[src/rtl/mem_arb_pkg.sv]
// Shared types and default sizes for the CPU/VGA RAM arbiter.
// Macro MEM_ARB_VGA_PRIO_EN selects VGA-priority arbitration with CPU starvation relief.
package mem_arb_pkg;

    localparam int DEF_ADDR_W   = 12;
    localparam int DEF_DATA_W   = 32;
    localparam int DEF_MAX_WAIT = 4;

`ifdef MEM_ARB_VGA_PRIO_EN
    localparam bit VGA_PRIO_EN = 1'b1;
`else
    localparam bit VGA_PRIO_EN = 1'b0;
`endif

    typedef enum logic [1:0] {
        OWN_NONE = 2'd0,
        OWN_A    = 2'd1,
        OWN_B    = 2'd2
    } owner_e;

endpackage

[src/rtl/mem_arb_pick.sv]
// Combinational grant decision for the two RAM requesters.
module mem_arb_pick
    import mem_arb_pkg::*;
(
    input  logic       a_req,
    input  logic       b_req,
    input  logic [1:0] owner,
    input  logic       promote,
    output logic       a_gnt,
    output logic       b_gnt
);

    logic a_win_s;

    // On conflict: VGA-priority mode lets A win only when promoted; otherwise alternate away from the owner.
    assign a_win_s = promote | (~VGA_PRIO_EN & (owner != OWN_A));

    // Grant select from the request pair
    always_comb begin
        a_gnt = 1'b0;
        b_gnt = 1'b0;
        case ({a_req, b_req})
            2'b10: a_gnt = 1'b1;
            2'b01: b_gnt = 1'b1;
            2'b11: begin
                if (a_win_s) begin
                    a_gnt = 1'b1;
                end else begin
                    b_gnt = 1'b1;
                end
            end
            default: begin
                a_gnt = 1'b0;
                b_gnt = 1'b0;
            end
        endcase
    end

endmodule

[src/rtl/mem_arb.sv]
// Single-port RAM arbiter between a CPU port (A, read/write) and a VGA fetch port (B, read-only).
// Optional macro MEM_ARB_VGA_PRIO_EN: B wins conflicts, A promoted after MAX_WAIT denied cycles.
module mem_arb
    import mem_arb_pkg::*;
#(
    parameter int ADDR_W   = DEF_ADDR_W,
    parameter int DATA_W   = DEF_DATA_W,
    parameter int MAX_WAIT = DEF_MAX_WAIT
) (
    input  logic              clock,
    input  logic              reset,
    input  logic              a_req,
    input  logic              a_we,
    input  logic [ADDR_W-1:0] a_addr,
    input  logic [DATA_W-1:0] a_wdata,
    output logic              a_gnt,
    output logic              a_rvalid,
    output logic [DATA_W-1:0] a_rdata,
    input  logic              b_req,
    input  logic [ADDR_W-1:0] b_addr,
    output logic              b_gnt,
    output logic              b_rvalid,
    output logic [DATA_W-1:0] b_rdata,
    output logic              ram_wEn,
    output logic [ADDR_W-1:0] ram_addr,
    output logic [DATA_W-1:0] ram_dataIn,
    input  logic [DATA_W-1:0] ram_dataOut,
    output logic [15:0]       conflict_cnt
);

    if (MAX_WAIT < 1) begin : g_bad_max_wait
        $error("mem_arb: MAX_WAIT must be at least 1");
    end

    owner_e      owner_r;
    logic        a_req_s;
    logic        b_req_s;
    logic        promote_s;
    logic        a_rvalid_r;
    logic        b_rvalid_r;
    logic [15:0] cnt_r;

    // Requests are masked while reset is high so no grant can leak out
    assign a_req_s = a_req & ~reset;
    assign b_req_s = b_req & ~reset;

`ifdef MEM_ARB_VGA_PRIO_EN
    localparam int WAIT_W = $clog2(MAX_WAIT + 1);
    logic [WAIT_W-1:0] wait_r;

    assign promote_s = a_req_s & b_req_s & (wait_r == WAIT_W'(MAX_WAIT));

    // Count consecutive denied cycles of A
    always_ff @(posedge clock) begin
        if (reset) begin
            wait_r <= {WAIT_W{1'b0}};
        end else if (!a_req || a_gnt) begin
            wait_r <= {WAIT_W{1'b0}};
        end else if (wait_r != WAIT_W'(MAX_WAIT)) begin
            wait_r <= wait_r + {{(WAIT_W-1){1'b0}}, 1'b1};
        end else begin
            wait_r <= wait_r;
        end
    end
`else
    assign promote_s = 1'b0;
`endif

    mem_arb_pick u_pick (
        .a_req   (a_req_s),
        .b_req   (b_req_s),
        .owner   (owner_r),
        .promote (promote_s),
        .a_gnt   (a_gnt),
        .b_gnt   (b_gnt)
    );

    // Owner tracks the most recent grant
    always_ff @(posedge clock) begin
        if (reset) begin
            owner_r <= OWN_NONE;
        end else if (a_gnt) begin
            owner_r <= OWN_A;
        end else if (b_gnt) begin
            owner_r <= OWN_B;
        end else begin
            owner_r <= owner_r;
        end
    end

    // Read-valid pipeline aligned with the RAM's one-cycle read latency
    always_ff @(posedge clock) begin
        if (reset) begin
            a_rvalid_r <= 1'b0;
            b_rvalid_r <= 1'b0;
        end else begin
            a_rvalid_r <= a_gnt & ~a_we;
            b_rvalid_r <= b_gnt;
        end
    end

    // Saturating conflict counter
    always_ff @(posedge clock) begin
        if (reset) begin
            cnt_r <= 16'h0000;
        end else if (a_req && b_req && (cnt_r != 16'hFFFF)) begin
            cnt_r <= cnt_r + 16'h0001;
        end else begin
            cnt_r <= cnt_r;
        end
    end

    // A read issued just before reset must not surface while reset is high
    assign a_rvalid     = a_rvalid_r & ~reset;
    assign b_rvalid     = b_rvalid_r & ~reset;
    assign a_rdata      = a_rvalid ? ram_dataOut : {DATA_W{1'b0}};
    assign b_rdata      = b_rvalid ? ram_dataOut : {DATA_W{1'b0}};
    assign conflict_cnt = cnt_r;

    // RAM port mux driven by the granted requester
    always_comb begin
        ram_wEn    = 1'b0;
        ram_addr   = {ADDR_W{1'b0}};
        ram_dataIn = {DATA_W{1'b0}};
        if (a_gnt) begin
            ram_wEn    = a_we;
            ram_addr   = a_addr;
            ram_dataIn = a_wdata;
        end else if (b_gnt) begin
            ram_addr   = b_addr;
        end else begin
            ram_wEn    = 1'b0;
        end
    end

endmodule

[config.mk]
export PLATFORM = sky130hd
export DESIGN_NAME = mem_arb
export DESIGN_NICKNAME = d
export VERILOG_FILES = /design/src/rtl/mem_arb_pkg.sv /design/src/rtl/mem_arb_pick.sv /design/src/rtl/mem_arb.sv
export SDC_FILE = /design/constraint.sdc
export NUM_CORES = 1
export LEC_CHECK = 0
export BUFFER_PORTS_ARGS = -buffer_cell sky130_fd_sc_hd__buf_4
export CORE_AREA = 2 2 85 87
export DETAILED_ROUTE_END_ITERATION = 6
export DIE_AREA = 0 0 87 89
export GPL_ROUTABILITY_DRIVEN = 1
export PLACE_DENSITY_LB_ADDON = 0.12
export SYNTH_ARGS = -nofsm -noshare
export SYNTH_HDL_FRONTEND = slang
export SYNTH_SLANG_ARGS = --single-unit
[constraint.sdc]
create_clock -name clock -period 1.71 [get_ports clock]
set_input_delay 0.0855 -clock clock [delete_from_list [all_inputs] [get_ports clock]]
set_output_delay 0.0855 -clock clock [all_outputs]
set_load 0.1 [all_outputs]
==> impl_metrics.py <==
metrics = {
    "layout": {
        "synth_to_layout_area_growth_pct": 144,
        "final_non_filler_cell_total": 538,
        "layout-drive-gt1-share_pct": 72.1,
        "layout.cells.most_common": "sky130_fd_sc_hd__buf_4",
        "antenna-diode-count": 0,
        "layout.cells.most_common_list": "sky130_fd_sc_hd__buf_4, sky130_fd_sc_hd__and2_2, sky130_fd_sc_hd__and2_1, sky130_fd_sc_hd__buf_12, sky130_fd_sc_hd__buf_8",
        "design.final.nets": 553,
    },
    "synth": {
        "synthesis.nets": 329,
        "synth.distinct_cells": 42,
        "flops_latches_synth": 20,
        "synth-async-reset-ratio_pct": 0,
        "synth-edff-count": 0,
        "average_size_of_a_mapped_cell_sq_um": 7.53,
        "synth-main-ff-cell": "sky130_fd_sc_hd__dfxtp_1",
        "ys.warnings.count": 0,
        "post_synthesis_sequential_area_ratio_pct": 22.6,
        "post_synth_instance_area_sq_um": 1770,
        "syn-instance-count": 235,
    },
    "timing": {
        "setup-tns-final_ps": 0,
        "finalSetupViolCount": 0,
        "unrepaired_setup_endpoints_after_global_routing": "yes",
        "clock-skew-final_ps": 6.38,
        "hold_viol": 0,
        "layout_worst_path_cycle_share_pct": 98.8,
        "max_clock_freq_mhz": 592,
        "slew_headroom_pct": 74.3,
        "post-route-min-period_ps": 1690,
        "worst-slew-pin-transition_ps": 383,
        "finalMaxSlewViolations": 0,
    },
    "routing": {
        "drt_pass1_iterations": 4,
        "drc_errors": 0,
        "drt-total-wl_microns": 8540,
        "drt_antenna_net_count": 0,
        "detail_route.iter0.violations": 57,
        "vias_per_cell": 4.72,
        "wire_per_inst_microns": 15.9,
        "routed-via-count": 2540,
    },
    "grt": {
        "maximum_number_of_pins_on_one_net_before_global_route_repair": 34,
        "met3_track_demand_over_resource_pct": 4.16,
        "grt_first_pass_wirelength_microns": 11300,
        "groute.usage.overall_pct": 18.1,
        "groute.layer.met1.usage_pct": 19.9,
        "grt.met2_usage_pct": 35.5,
        "globalRoute.busiestLayer": "met2",
        "first_global_vias": 2346,
        "grt_antenna_before_repair": 0,
        "gr-total-overflow": 0,
    },
    "placed_design": {
        "hpwl_microns": 6560,
        "dpl.cell_count": 529,
        "finalWeightedCongestion": 0.823,
        "port-buffer-count": 221,
    },
    "worst_setup_path": {
        "critical_path_buf_inv_count": 4,
        "cpMaxStageDelayCell": "sky130_fd_sc_hd__dfxtp_2",
        "worst-setup-path-type": "reg2out",
        "critical_path_peak_fanout": 17,
        "timing.critical_path.from_type": "register",
        "cp_data_required_time_ps": 1620,
        "critical_path.top_delay_family": "buffers and inverters",
        "critical-path-max-stage-delay_ps": 330,
        "path_cells": "inv_1 > a311oi_4 > buf_6 > buf_12 > and2_2 > buf_8",
        "cp_data_arrival_time_ps": 1600,
        "endpoint_kind_of_the_worst_setup_timing_path": "output port",
    },
    "pwr": {
        "power_density_nw_per_um2": 469,
        "p_leak_uw": 0.00208,
        "vdd.ir_drop.worst_mv": 0.321,
    },
    "outcome": {
        "status": "finished, final reports clean",
    },
    "clock_network": {
        "numCtsBuffers": 3,
        "cts_tree": "built",
        "clk_pin_slew_worst_paths_ps": 70,
        "cts-root-to-sink-buffers": 2,
        "tritoncts_num_sinks": 20,
        "htree_num_levels": 1,
        "cts_root_buffer": "sky130_fd_sc_hd__clkbuf_8",
        "clock_insertion_delay_worst_skew_ps": 260,
    },
    "floorplan": {
        "core_area_sq_um": 6720,
        "floorplan.initialDensity_pct": 26.4,
        "rows": 30,
        "height_of_the_die_microns": 89,
        "ioPinCount": 222,
        "die_area_sq_um": 7740,
        "dieWidth_microns": 87,
    },
    "min_path": {
        "worst_hold_path_type": "in2reg",
    },
    "job": {
        "max_capacitance_violation_count": 0,
    },
}
==> cells in the mapped netlist (3+ instances only) <==
master	count	area, sq um
sky130_fd_sc_hd__o21ai_0	5	25.0
sky130_fd_sc_hd__clkbuf_1	9	33.8
sky130_fd_sc_hd__a22o_1	12	105
sky130_fd_sc_hd__nand4_1	3	18.8
sky130_fd_sc_hd__buf_2	4	20.0
sky130_fd_sc_hd__and2_1	100	626
sky130_fd_sc_hd__nor2b_1	6	37.5
sky130_fd_sc_hd__or4_1	4	30.0
sky130_fd_sc_hd__a21oi_1	13	65.1
sky130_fd_sc_hd__nand2_1	4	15.0
sky130_fd_sc_hd__nand3_1	3	15.0
sky130_fd_sc_hd__inv_1	4	15.0
sky130_fd_sc_hd__o31ai_1	4	30.0
sky130_fd_sc_hd__nor2_1	7	26.3
sky130_fd_sc_hd__dfxtp_1	20	400
sky130_fd_sc_hd__nor3_1	5	25.0
==> logic make-up (layout without fill, tap and decap cells) <==
| group | Yosys count | in the layout | share of synthesized area (%) |
|---|---|---|---|
| muxes | 2 | 2 | 1.41 |
| AOI/OAI and AO/OA | 44 | 44 | 17.6 |
| adders and majority gates | 1 | 1 | 0.707 |
| and+or+nand+nor | 149 | 149 | 53.1 |
| buffers and inverters | 19 | 242 | 4.52 |
| DFF | 20 | 20 | 22.6 |
==> through the flow <==
step	hold slack [ps]	instance area (sq um)	util, %	total power (uW)	setup slack [ps]
2_1_floorplan	157	1990	-	1250	-116
3_3_place_gp	257	3770	56.2	1570	167
6_report	112	4330	64.4	2030	20.7
5_1_grt	117	4330	64.4	2110	-53.4
4_1_cts	108	4030	59.9	1960	5.14
3_5_place_dp	259	3770	56.2	1580	138
==> power breakdown <==
part           internal, uW  switching (uW)
sequential              450            6.70
clock                   166             153
combinational           440             815
total                  1060             975
==> routing by layer <==
layer  vias to the layer above  part of all wire (%)  wire, microns
li1                       1260                     -              -
met1                      1141                    36           3100
met2                       133                    55           4670
met3                         6                   8.1            694
met4                         0                  0.87             74
met5                         -                     0              0
==> worst register-to-register path, cell delays in order (launching register included) <==
cell,delay [ps]
sky130_fd_sc_hd__dfxtp_4,360
sky130_fd_sc_hd__ha_4,170
sky130_fd_sc_hd__nand3_2,150
sky130_fd_sc_hd__nor4_2,50
sky130_fd_sc_hd__buf_4,170
sky130_fd_sc_hd__or4_1,470
sky130_fd_sc_hd__a21oi_1,140
==> area by class of cell <==
cell class	instances	area, sq um
tap	80	100
timing repair buffer	234	2240
fill	569	2390
multi-input combinational	196	1460
clock buffer	4	45.0
sequential	20	463
inverter	4	15.0
==> repair_timing <==
item | CTS | global route
hold buffers | 1 | 0
setup buffers | 0 | 2
setup endpoints to repair | 45 | 45
resized for setup | 53 | 60
cloned | 0 | 2
pin swaps | 0 | 3
hold endpoints to repair | 1 | 0
==> path summary, 6_finish.rpt <==
| path | slack, ps | startpoint | end | cells past startpoint |
|---|---|---|---|---|
| max | 20 | owner_r[1] | ram_dataIn[7] | 6 |
| min | 110 | b_req | owner_r[1] | 2 |
| max reg2reg | 120 | conflict_cnt[0] | conflict_cnt[7] | 6 |
| min reg2reg | 470 | owner_r[1] | owner_r[1] | 1 |
==> sequential cells by signal, indices dropped and copies added (netlist names) <==
| register | count |
|---|---|
| conflict_cnt | 16 |
| owner_r | 2 |
| b_rvalid_r | 1 |
| a_rvalid_r | 1 |
Power figures use the tool's default switching activity.
